===== src/rtl/ray_multi_normal_pipeline.sv =====
// Unnormalised surface normal for sphere / plane / axis-aligned box hits through one
// fixed-latency pipeline with valid/ready backpressure, tag sideband and illegal-type counting.
module ray_multi_normal_pipeline #(
    parameter int W    = 32,
    parameter int FRAC = 16,
    parameter int TAGW = 8,
    parameter int LAT  = 3,
    parameter int ECW  = 16
) (
    input  logic              clk,
    input  logic              rst,
    input  logic              in_valid,
    output logic              in_ready,
    input  logic [1:0]        in_type,
    input  logic [TAGW-1:0]   in_tag,
    input  logic [3*W-1:0]    obj_vec,
    input  logic [3*W-1:0]    hit_pos,
    output logic              out_valid,
    input  logic              out_ready,
    output logic [3*W-1:0]    out_normal,
    output logic [1:0]        out_type,
    output logic [TAGW-1:0]   out_tag,
    output logic              out_err,
    output logic [ECW-1:0]    err_count
);

    typedef enum logic [1:0] {
        T_SPHERE  = 2'd0,
        T_PLANE   = 2'd1,
        T_BOX     = 2'd2,
        T_ILLEGAL = 2'd3
    } obj_type_e;

    typedef struct packed {
        logic            v;
        logic [3*W-1:0]  n;
        logic [1:0]      t;
        logic [TAGW-1:0] g;
        logic            e;
    } beat_t;

    // Stages 2..LAT; element 0 is stage 2, element NS-1 is the output register.
    localparam int NS = LAT - 1;
    localparam logic [W-1:0] UNIT = {{(W-1){1'b0}}, 1'b1} << FRAC;

    logic adv;
    assign adv      = !out_valid || out_ready;
    assign in_ready = adv;

    logic            s1_valid_q, s1_valid_d;
    logic [3*W-1:0]  s1_d_q, s1_d_d;
    logic [3*W-1:0]  s1_obj_q, s1_obj_d;
    obj_type_e       s1_type_q, s1_type_d;
    logic [TAGW-1:0] s1_tag_q, s1_tag_d;
    logic [ECW-1:0]  err_count_q, err_count_d;

    always_comb begin
        s1_valid_d  = s1_valid_q;
        s1_d_d      = s1_d_q;
        s1_obj_d    = s1_obj_q;
        s1_type_d   = s1_type_q;
        s1_tag_d    = s1_tag_q;
        err_count_d = err_count_q;
        if (adv) begin
            s1_valid_d = in_valid;
            s1_d_d     = {hit_pos[3*W-1:2*W] - obj_vec[3*W-1:2*W],
                          hit_pos[2*W-1:W]   - obj_vec[2*W-1:W],
                          hit_pos[W-1:0]     - obj_vec[W-1:0]};
            s1_obj_d   = obj_vec;
            s1_type_d  = obj_type_e'(in_type);
            s1_tag_d   = in_tag;
            if (in_valid && obj_type_e'(in_type) == T_ILLEGAL && err_count_q != '1)
                err_count_d = err_count_q + ECW'(1);
        end
    end

    logic [W-1:0] dx, dy, dz, mx, my, mz;
    logic [1:0]   axis;
    logic         box_neg;

    // Magnitudes are unsigned W-bit, so the most negative value maps to 2^(W-1).
    always_comb begin
        dx = s1_d_q[3*W-1:2*W];
        dy = s1_d_q[2*W-1:W];
        dz = s1_d_q[W-1:0];
        mx = dx[W-1] ? -dx : dx;
        my = dy[W-1] ? -dy : dy;
        mz = dz[W-1] ? -dz : dz;
        if (mx >= my && mx >= mz) begin
            axis    = 2'd0;
            box_neg = dx[W-1];
        end else if (my >= mz) begin
            axis    = 2'd1;
            box_neg = dy[W-1];
        end else begin
            axis    = 2'd2;
            box_neg = dz[W-1];
        end
    end

    beat_t sel_beat;

    always_comb begin
        sel_beat   = '0;
        sel_beat.v = s1_valid_q;
        sel_beat.t = s1_type_q;
        sel_beat.g = s1_tag_q;
        case (s1_type_q)
            T_SPHERE: sel_beat.n = s1_d_q;
            T_PLANE:  sel_beat.n = s1_obj_q;
            T_BOX: begin
                case (axis)
                    2'd0:    sel_beat.n[3*W-1:2*W] = box_neg ? -UNIT : UNIT;
                    2'd1:    sel_beat.n[2*W-1:W]   = box_neg ? -UNIT : UNIT;
                    default: sel_beat.n[W-1:0]     = box_neg ? -UNIT : UNIT;
                endcase
            end
            T_ILLEGAL: sel_beat.e = 1'b1;
        endcase
    end

    beat_t [NS-1:0] beat_q, beat_d;
    beat_t [NS:0]   beat_ext;

    // Shifting through a one-wider concatenation keeps LAT = 2 (a single stage) legal.
    always_comb begin
        beat_ext = {beat_q, sel_beat};
        beat_d   = adv ? beat_ext[NS-1:0] : beat_q;
    end

    always_ff @(posedge clk or posedge rst) begin
        if (rst) begin
            s1_valid_q  <= 1'b0;
            s1_d_q      <= '0;
            s1_obj_q    <= '0;
            s1_type_q   <= T_SPHERE;
            s1_tag_q    <= '0;
            err_count_q <= '0;
            beat_q      <= '0;
        end else begin
            s1_valid_q  <= s1_valid_d;
            s1_d_q      <= s1_d_d;
            s1_obj_q    <= s1_obj_d;
            s1_type_q   <= s1_type_d;
            s1_tag_q    <= s1_tag_d;
            err_count_q <= err_count_d;
            beat_q      <= beat_d;
        end
    end

    assign out_valid  = beat_q[NS-1].v;
    assign out_normal = beat_q[NS-1].n;
    assign out_type   = beat_q[NS-1].t;
    assign out_tag    = beat_q[NS-1].g;
    assign out_err    = beat_q[NS-1].e;
    assign err_count  = err_count_q;

endmodule

===== config.mk =====
export PLATFORM = sky130hd
export DESIGN_NAME = ray_multi_normal_pipeline
export DESIGN_NICKNAME = d
export VERILOG_FILES = /design/src/rtl/ray_multi_normal_pipeline.sv
export SDC_FILE = /design/constraint.sdc
export NUM_CORES = 1
export LEC_CHECK = 0
export CAP_MARGIN = 20
export CORE_ASPECT_RATIO = 1.75
export CORE_MARGIN = 2
export CORE_UTILIZATION = 63
export CTS_BUF_LIST = sky130_fd_sc_hd__clkbuf_8
export DETAILED_ROUTE_END_ITERATION = 6
export PLACE_DENSITY = 0.87
export SKIP_CTS_REPAIR_TIMING = 1
export SLEW_MARGIN = 10
export SYNTH_ARGS = -nofsm -noshare
export SYNTH_HDL_FRONTEND = slang
export SYNTH_SLANG_ARGS = --single-unit

===== constraint.sdc =====
create_clock -name clk -period 36.7 [get_ports clk]
set_input_delay 3.67 -clock clk [delete_from_list [all_inputs] [get_ports clk]]
set_output_delay 3.67 -clock clk [all_outputs]
set_load 0.03 [all_outputs]

==> flow_summary_export.csv, run 1 <==
group,metric,value,unit
outcome,outcome,"finished with violations",
outcome,violations,"DRC",
worst_setup_path,cp_slowest_cell,"clkdlybuf4s50_1",
die,core-area,41900,sq um
logic_synthesis,synth_seq_cells,435,
worst_setup_path,start_kind,"primary input",
cells_and_area,final_net_count,3626,
grt,antenna_found_initial,2,
logic_synthesis,ys_seq_area_share,40.7,%
logic_synthesis,synthTopCellsByArea,"dfrtp_1 41%, nand2_1 9.8%, ha_1 8.9%",
worst_setup_path,path_common_cell,"clkdlybuf4s50_1",
placed_design,port_buffers,330,
die,dieWidth,160,um
logic_synthesis,synth_top_family_by_area,"simple AND/OR/NAND/NOR gates",
logic_synthesis,yosys_warnings,0,
grt,grt_max_degree,218,
die,pin_count,331,
cells_and_area,area_growth,15.4,%
logic_synthesis,synth_cell_types,73,
worst_hold_path,hp-class,"reg2reg",
logic_synthesis,ys.flop_type,"dfrtp_1",
sta,slew_headroom,27.6,%
placed_design,dp_hpwl,54300,um
route,via_count,22800,
cts,cts_tree,"built",
worst_setup_path,crit_type,"in2out",
route,drc,1,
logic_synthesis,synth-async-reset-ratio,100,%
cts,path_clk_slew,70,ps
worst_setup_path,cp_slowest_stage_delay,700,ps
cells_and_area,final_util,73.8,%
logic_synthesis,synthAdderAreaFrac,9.15,%
run,cap_violations,0,
placed_design,place_congestion,0.945,
route,routed_wl,72900,um
sta,finalMaxSlewViolations,0,
placed_design,pre_cts_ws,27210,ps
cts,cts_max_level,2,
worst_setup_path,worst_ep_arrival_time,5900,ps
logic_synthesis,synth-simple-area-share,17.4,%
grt,grt_first_pass_wirelength,116000,um
sta,setup_viol_count_final,0,
sta,clock_skew,23.6,ps
route,drt-pass1-iter-count,7,
logic_synthesis,syn_area,26800,sq um
cells_and_area,drive_gt1_share,5.37,%
logic_synthesis,synthMuxAreaShare,3.84,%
logic_synthesis,synth_compound_area_share,16.1,%
logic_synthesis,synth-edff-count,0,
worst_setup_path,crit_chain,"clkdlybuf4s50_1 -> nor2b_4 -> buf_4 -> inv_8 -> clkdlybuf4s50_1",
grt,grt_overflow,0,
logic_synthesis,synth_top_area_cell,"dfrtp_1",
sta,fmax,105,MHz
die,die_h,277,um
cells_and_area,final_common_cell,"nand2_1",
logic_synthesis,synthesis.nets,3454,
power_and_ir_drop,power_density,75.1,nW/um^2
sta,final.setup.worst_slack,27130,ps
die,rows,99,
logic_synthesis,syn_inst,3054,
sta,holdWs,465,ps
cts,cts_buffers,61,
die,die_area,44200,sq um
logic_synthesis,synth_xor_area_share,5.59,%
route,viasPerCell,5.95,
cts,cts_root_buf,"clkbuf_8",
sta,finalCritPeriodShare,26.1,%
sta,finalCriticalPeriod,9570,ps
route,wl_per_cell,19.0,um
logic_synthesis,yosys.area.top_type_share,40.7,%
route,drt-initial-drc-count,1450,
sta,finalHoldViolations,0,
worst_setup_path,required,33030,ps
cts,ctsLongestPathBuffers,3,
grt,track_usage,32.3,%
cells_and_area,final_cell_mix,"702 x nand2_1, 434 x dfrtp_1, 330 x clkdlybuf4s50_1, 256 x o21ai_0, 194 x inv_1",
sta,worst_pin_slew,1090,ps
cts,clock-sinks,435,
die,start_util,63.9,%
route,ant_nets,0,
grt,grt_pass1_vias,23300,
cts,insertion_delay,640,ps
worst_setup_path,crit_path_end_kind,"output pin",
sta,setup_tns,0,ps
logic_synthesis,avgSynthCellArea,8.77,sq um
sta,rsz0062_at_grt,"false",
power_and_ir_drop,vdd_drop_max,0.0500,mV
worst_setup_path,cp_max_fo,90,
power_and_ir_drop,cellLeakagePower,0.0147,uW
==> path summary, 6_finish.rpt <==
| kind | start | endpoint | slack [ps] | cells after the start |
|---|---|---|---|---|
| max | out_ready | in_ready | 27130 | 5 |
| min | beat_ext[111]$_DFFE_PP0P_ | beat_ext[111]$_DFFE_PP0P_ | 470 | 2 |
| max reg2reg | s1_d_q[3]$_DFFE_PP0P_ | beat_ext[146]$_DFFE_PP0P_ | 30860 | 17 |
| min reg2reg | beat_ext[111]$_DFFE_PP0P_ | beat_ext[111]$_DFFE_PP0P_ | 470 | 2 |
| max in group asynchronous | rst | out_normal[60]$_DFFE_PP0P_ | 30810 | 4 |
| min in group asynchronous | rst | out_normal[7]$_DFFE_PP0P_ | 3540 | 2 |
==> power by group <==
part,internal (uW),switching (uW),total [uW]
Combinational,464,662,1130
Sequential,651,170,821
Clock,187,187,373
Total,1300,1020,2320
==> critical path, delay by kind of cell <==
kind                   cells  cell delay (ps)
buffers and inverters      4             2030
AND/OR/NAND/NOR            1              110
==> Yosys cell counts, types with 24 or more instances <==
cell type    n
a21o_1      55
nand3_1     37
xnor2_1     90
o21ai_0    256
o31ai_1     32
clkbuf_1   111
ha_1       191
a221o_1     32
mux2i_1     70
inv_1      169
nand4_1     31
a21oi_1    146
buf_4      107
xor2_1      79
nand2_1    702
nor3_1      39
mux2_2      29
nor2_1     125
nand2b_1    24
dfrtp_1    435
==> cells by family after synthesis <==
logic type	after synthesis
and+or+nand+nor	1073
AOI/OAI and AO/OA	675
DFF	435
buffers and inverters	408
adders and majority gates	194
xor gates and xnor gates	170
muxes	99
==> metal layers <==
layer	part of all wire, %	track usage [%]	vias to the layer above
met3	4.9	4.09	252
met1	36	35.4	11000
li1	-	-	10700
met5	0	0	-
met4	6.1	18.2	0
met2	53	59.9	841
==> flip-flops by register name, summed over array words and instances, names as in the netlist <==
register	flops
beat_ext	108
out_normal	96
s1_d_q	96
s1_obj_q	96
err_count	16
out_tag	8
s1_tag_q	8
out_type	2
s1_type_q	2
out_err	1
out_valid	1
s1_valid_q	1
==> metrics by stage <==
stage,instance area (sq um),power (uW),cells
6_report,30900,2320,3834
5_1_grt,30900,2480,3833
4_1_cts,30800,2320,3828
3_5_place_dp,29600,1940,3715
3_3_place_gp,29600,1880,3715
2_1_floorplan,26800,1610,3054
==> area by class of cell <==
class | instances | area (sq um)
Fill cell | 3041 | 11000
Timing Repair Buffer | 348 | 3510
Antenna cell | 3 | 7.51
Tap cell | 555 | 694
Inverter | 169 | 649
Multi-Input combinational cell | 2211 | 14000
Clock buffer | 73 | 1000
Sequential cell | 435 | 10900
Clock inverter | 40 | 194
No activity file was read; power rests on OpenSTA's default activity.
==> inputs of run 2 (changes only) <==
Settings changed: CORE_UTILIZATION 63 to 58, PLACE_DENSITY 0.87 to 0.81.
Clock period 36.7 ns to 9.35 ns, I/O delays scaled along.
==> flow_summary_export.csv, run 2 (synthesis results as in run 1) <==
group,metric,value,unit
sta,worst_pin_slew,1070,ps
worst_hold_path,hp-class,"reg2reg",
cts,cts_root_buf,"clkbuf_8",
route,drc,0,
sta,clock_skew,33.8,ps
worst_hold_path,whs_endpoint,"out_normal[27]$_DFFE_PP0P_",
placed_design,dp_hpwl,55900,um
route,wl_per_cell,19.4,um
route,viasPerCell,5.84,
power_and_ir_drop,power_density,300,nW/um^2
worst_setup_path,crit_path_end_kind,"register",
die,pin_count,331,
run,cap_violations,0,
cts,insertion_delay,630,ps
worst_setup_path,r2r_cells,17,
cells_and_area,final_util,67.9,%
sta,slew_headroom,28.5,%
power_and_ir_drop,vdd_drop_max,0.224,mV
cells_and_area,final_common_cell,"nand2_1",
placed_design,place_congestion,0.970,
worst_setup_path,r2r_setup_slack,3540,ps
cells_and_area,largest_reg_flops,108,
placed_design,postPlaceCellArea,29700,sq um
sta,setup_viol_count_final,0,
worst_hold_path,hold_path_depth,2,
worst_setup_path,cp_max_fo,15,
cts,cts_max_level,3,
cts,clock-sinks,435,
sta,finalCriticalPeriod,5810,ps
route,ant_nets,0,
cells_and_area,drive_gt1_share,5.88,%
worst_setup_path,required,9800,ps
sta,finalMaxSlewViolations,0,
worst_setup_path,reg2reg_to,"beat_ext[146]$_DFFE_PP0P_",
worst_setup_path,timing.rr.start,"s1_d_q[3]$_DFFE_PP0P_",
sta,setup_tns,0,ps
grt,grt_max_degree,214,
grt,track_usage,30.8,%
sta,fmax,172,MHz
die,die_area,48000,sq um
die,start_util,58.4,%
cells_and_area,area_growth,16.2,%
grt,grt_pass1_vias,23100,
placed_design,port_buffers,330,
die,dieWidth,166,um
cells_and_area,final_design_area_no_fill,31100,sq um
cts,cts_buffers,68,
route,top_layer,"met4",
route,drt-pass1-iter-count,5,
cts,ctsLongestPathBuffers,3,
cts,cts_tree,"built",
route,met3_length,3530,um
cells_and_area,final_cell_mix,"702 x nand2_1, 434 x dfrtp_1, 330 x clkdlybuf4s50_1, 256 x o21ai_0, 191 x ha_1",
die,rows,104,
sta,rsz0062_at_grt,"false",
route,drt-initial-drc-count,1318,
cells_and_area,final_net_count,3632,
route,wirelength_met1,27900,um
worst_setup_path,worst_ep_arrival_time,6250,ps
worst_setup_path,startpoint,"s1_d_q[3]$_DFFE_PP0P_",
die,core-area,45800,sq um
worst_setup_path,start_kind,"register",
sta,finalHoldViolations,0,
die,die_h,288,um
sta,holdWs,463,ps
worst_hold_path,min_from,"out_normal[27]$_DFFE_PP0P_",
grt,grt_first_pass_wirelength,119000,um
route,dr_wl_met2,39100,um
worst_setup_path,crit_type,"reg2reg",
cts,path_clk_slew,60,ps
route,routed_wl,75000,um
route,via_count,22600,
grt,grt_overflow,0,
sta,finalCritPeriodShare,62.1,%
outcome,outcome,"finished clean",
power_and_ir_drop,cellLeakagePower,0.0147,uW
grt,antenna_found_initial,1,
-- run 2: worst max-delay path by stage --
stage / to / slack, ps
final: beat_ext[146]$_DFFE_PP0P_ / 3540
after global routing: beat_ext[148]$_DFFE_PP0P_ / 3280
after CTS: beat_ext[146]$_DFFE_PP0P_ / 3590
after detailed placement: beat_ext[146]$_DFFE_PP0P_ / 3630
after global placement: beat_ext[146]$_DFFE_PP0P_ / 3690
after floorplan: beat_ext[108]$_DFFE_PP0P_ / 2540
-- run 2: cell type report --
type	count	area [sq um]
Antenna cell	1	2.50
Sequential cell	435	10900
Fill cell	3634	14700
Clock buffer	89	1220
Inverter	169	646
Tap cell	583	729
Multi-Input combinational cell	2211	14000
Timing Repair Buffer	347	3490
Clock inverter	33	181
-- run 2: per-layer routing --
layer / vias to the layer above / global-route usage (%)
met5: - / 0
met4: 0 / 17.8
met3: 244 / 4.08
met2: 802 / 56.3
met1: 10800 / 34.5
li1: 10700 / -
-- run 2: metrics by stage --
step | setup WS [ps] | cells | total power, uW
CTS | 3590 | 3866 | 9360
global placement | 3690 | 3744 | 7510
finish | 3540 | 3868 | 9340
global route | 3280 | 3868 | 9970
floorplan | 2540 | 3054 | 6330
detailed placement | 3630 | 3744 | 7660
-- run 2: power by group --
| part | switching (uW) | internal (uW) | total, uW |
|---|---|---|---|
| logic | 2660 | 1810 | 4480 |
| registers | 636 | 2560 | 3190 |
| clock network | 782 | 885 | 1670 |
| total | 4080 | 5260 | 9340 |
-- run 2: worst max-delay path, stage by stage, from the launching register on --
cell	delay, ps
dfrtp_1	440
or3_1	420
or4_1	510
or3_1	410
nor2_1	250
nand3_1	140
o31ai_1	270
xor2_1	320
ha_1	220
a21oi_1	80
nor2b_1	110
o21ai_0	90
a211o_1	290
o2111ai_1	240
o32ai_2	140
a211oi_2	750
or4_1	760
o211ai_1	170
==> inputs of run 3 (changes only) <==
Clock period 9.35 ns to 5.8 ns, I/O delays scaled along.
==> flow_summary_export.csv, run 3 (synthesis results as in run 1) <==
group,metric,value,unit
die,dieWidth,166,um
route,drc,0,
placed_design,port_buffers,330,
sta,finalMaxSlewViolations,0,
worst_setup_path,r2r_setup_slack,510,ps
power_and_ir_drop,cellLeakagePower,0.0147,uW
cts,path_clk_slew,70,ps
grt,antenna_found_initial,2,
worst_setup_path,crit_path_end_kind,"register",
power_and_ir_drop,vdd_drop_max,0.350,mV
sta,final.setup.worst_slack,508,ps
die,die_area,48000,sq um
cells_and_area,final_util,67.8,%
cts,cts_root_buf,"clkbuf_8",
grt,use_met3,4.30,%
grt,grt_first_pass_wirelength,119000,um
cells_and_area,final_common_cell,"nand2_1",
sta,setup_tns,0,ps
die,start_util,58.4,%
sta,finalHoldViolations,0,
power_and_ir_drop,power_density,482,nW/um^2
route,viasPerCell,5.88,
cts,cts_max_level,3,
cells_and_area,largest_reg_flops,108,
sta,fmax,189,MHz
sta,finalCritPeriodShare,91.2,%
grt,grt_overflow,0,
cts,clock-sinks,435,
worst_setup_path,start_kind,"register",
cells_and_area,fillers,3689,
cells_and_area,final_cells,3865,
worst_setup_path,worst_ep_arrival_time,5850,ps
cts,cts_buffers,67,
route,via_count,22700,
placed_design,dp_hpwl,55800,um
worst_setup_path,required,6350,ps
cts,insertion_delay,650,ps
route,wl_per_cell,19.4,um
cts,ctsLongestPathBuffers,3,
placed_design,dp.cells,3746,
worst_setup_path,crit_type,"reg2reg",
worst_setup_path,cp_max_fo,15,
route,drt-initial-drc-count,1438,
sta,setup_viol_count_final,0,
die,pin_count,331,
grt,track_usage,30.8,%
cts,cts_tree,"built",
placed_design,pre_cts_ws,209,ps
cells_and_area,final_cell_mix,"702 x nand2_1, 434 x dfrtp_1, 330 x clkdlybuf4s50_1, 256 x o21ai_0, 191 x ha_1",
grt,grt-busiest-layer,"met2",
cells_and_area,drive_gt1_share,5.85,%
sta,finalCriticalPeriod,5290,ps
die,die_h,288,um
cells_and_area,final_net_count,3632,
outcome,outcome,"finished clean",
grt,use_met2,56.0,%
die,core-area,45800,sq um
cells_and_area,area_growth,15.9,%
worst_hold_path,hp-class,"in2async",
sta,slew_headroom,29.5,%
grt,grt_max_degree,210,
sta,worst_pin_slew,1060,ps
placed_design,place_congestion,0.945,
route,routed_wl,74900,um
run,cap_violations,0,
grt,grt_pass1_vias,23000,
route,drt-pass1-iter-count,7,
die,rows,104,
grt,met1_usage,34.2,%
sta,holdWs,224,ps
route,ant_nets,0,
sta,rsz0062_at_grt,"false",
sta,clock_skew,37.5,ps
## run 3: changes by cell type in the layout (fill, tap and decap cells not counted)
cell | before | now
or4_4 | 1 | 2
inv_6 | 3 | 2
or4_1 | 11 | 10
inv_1 | 185 | 183
bufinv_16 | 1 | 0
buf_4 | 13 | 15
buf_16 | 1 | 0
clkbuf_8 | 89 | 86
diode_2 | 1 | 2
clkinv_2 | 10 | 11
inv_8 | 1 | 2
## run 3: worst paths after layout
| kind | startpoint | to | cells after the start |
|---|---|---|---|
| max | s1_d_q[3]$_DFFE_PP0P_ | beat_ext[146]$_DFFE_PP0P_ | 17 |
| min | rst | beat_ext[112]$_DFFE_PP0P_ | 2 |
| max reg2reg | s1_d_q[3]$_DFFE_PP0P_ | beat_ext[146]$_DFFE_PP0P_ | 17 |
| min reg2reg | out_normal[14]$_DFFE_PP0P_ | out_normal[14]$_DFFE_PP0P_ | 2 |
| max in group asynchronous | rst | s1_d_q[59]$_DFFE_PP0P_ | 3 |
| min in group clk | out_normal[14]$_DFFE_PP0P_ | out_normal[14]$_DFFE_PP0P_ | 2 |
## run 3: critical path, stage by stage (launching register included)
cell and delay [ps]:
dfrtp_1 460, or3_1 430, or4_1 510, or3_1 400, nor2_1 260, nand3_1 150, o31ai_1 270, xor2_1 300
ha_1 310, a21o_1 180, a21o_1 170, a21o_1 170, a21o_1 170, a211oi_1 200, o21ai_0 130, a31o_2 260
or4_4 680, o211ai_1 150
## run 3: metrics by stage
stage,cell area (sq um),total power (uW)
5_1_grt,31000,16000
6_report,31000,15000
3_5_place_dp,29700,12300
2_1_floorplan,26800,10200
4_1_cts,31000,15000
3_3_place_gp,29700,12100
## run 3: final cells by class
class                           count  area [sq um]  share of cell area, %
Tap cell                          583           729                   2.35
Clock inverter                     31           151                  0.488
Inverter                          169           646                   2.08
Antenna cell                        2          5.00                 0.0161
Timing Repair Buffer              348          3480                   11.2
Sequential cell                   435         10900                   35.1
Multi-Input combinational cell   2211         14000                   45.0
Clock buffer                       86          1180                   3.81
## run 3: where the power goes
group          total, uW  switching (uW)  internal, uW  leakage (uW)
clock               2600            1260          1340      0.000762
sequential          5170            1050          4120       0.00537
combinational       7190            4250          2940       0.00858
total              15000            6560          8400        0.0147
## run 3: layer usage
layer  vias to the layer above  part of all wire, %
met3                       258                  4.6
met4                         0                  6.3
met1                     10900                   37
met5                         -                    0
li1                      10700                    -
met2                       796                   52
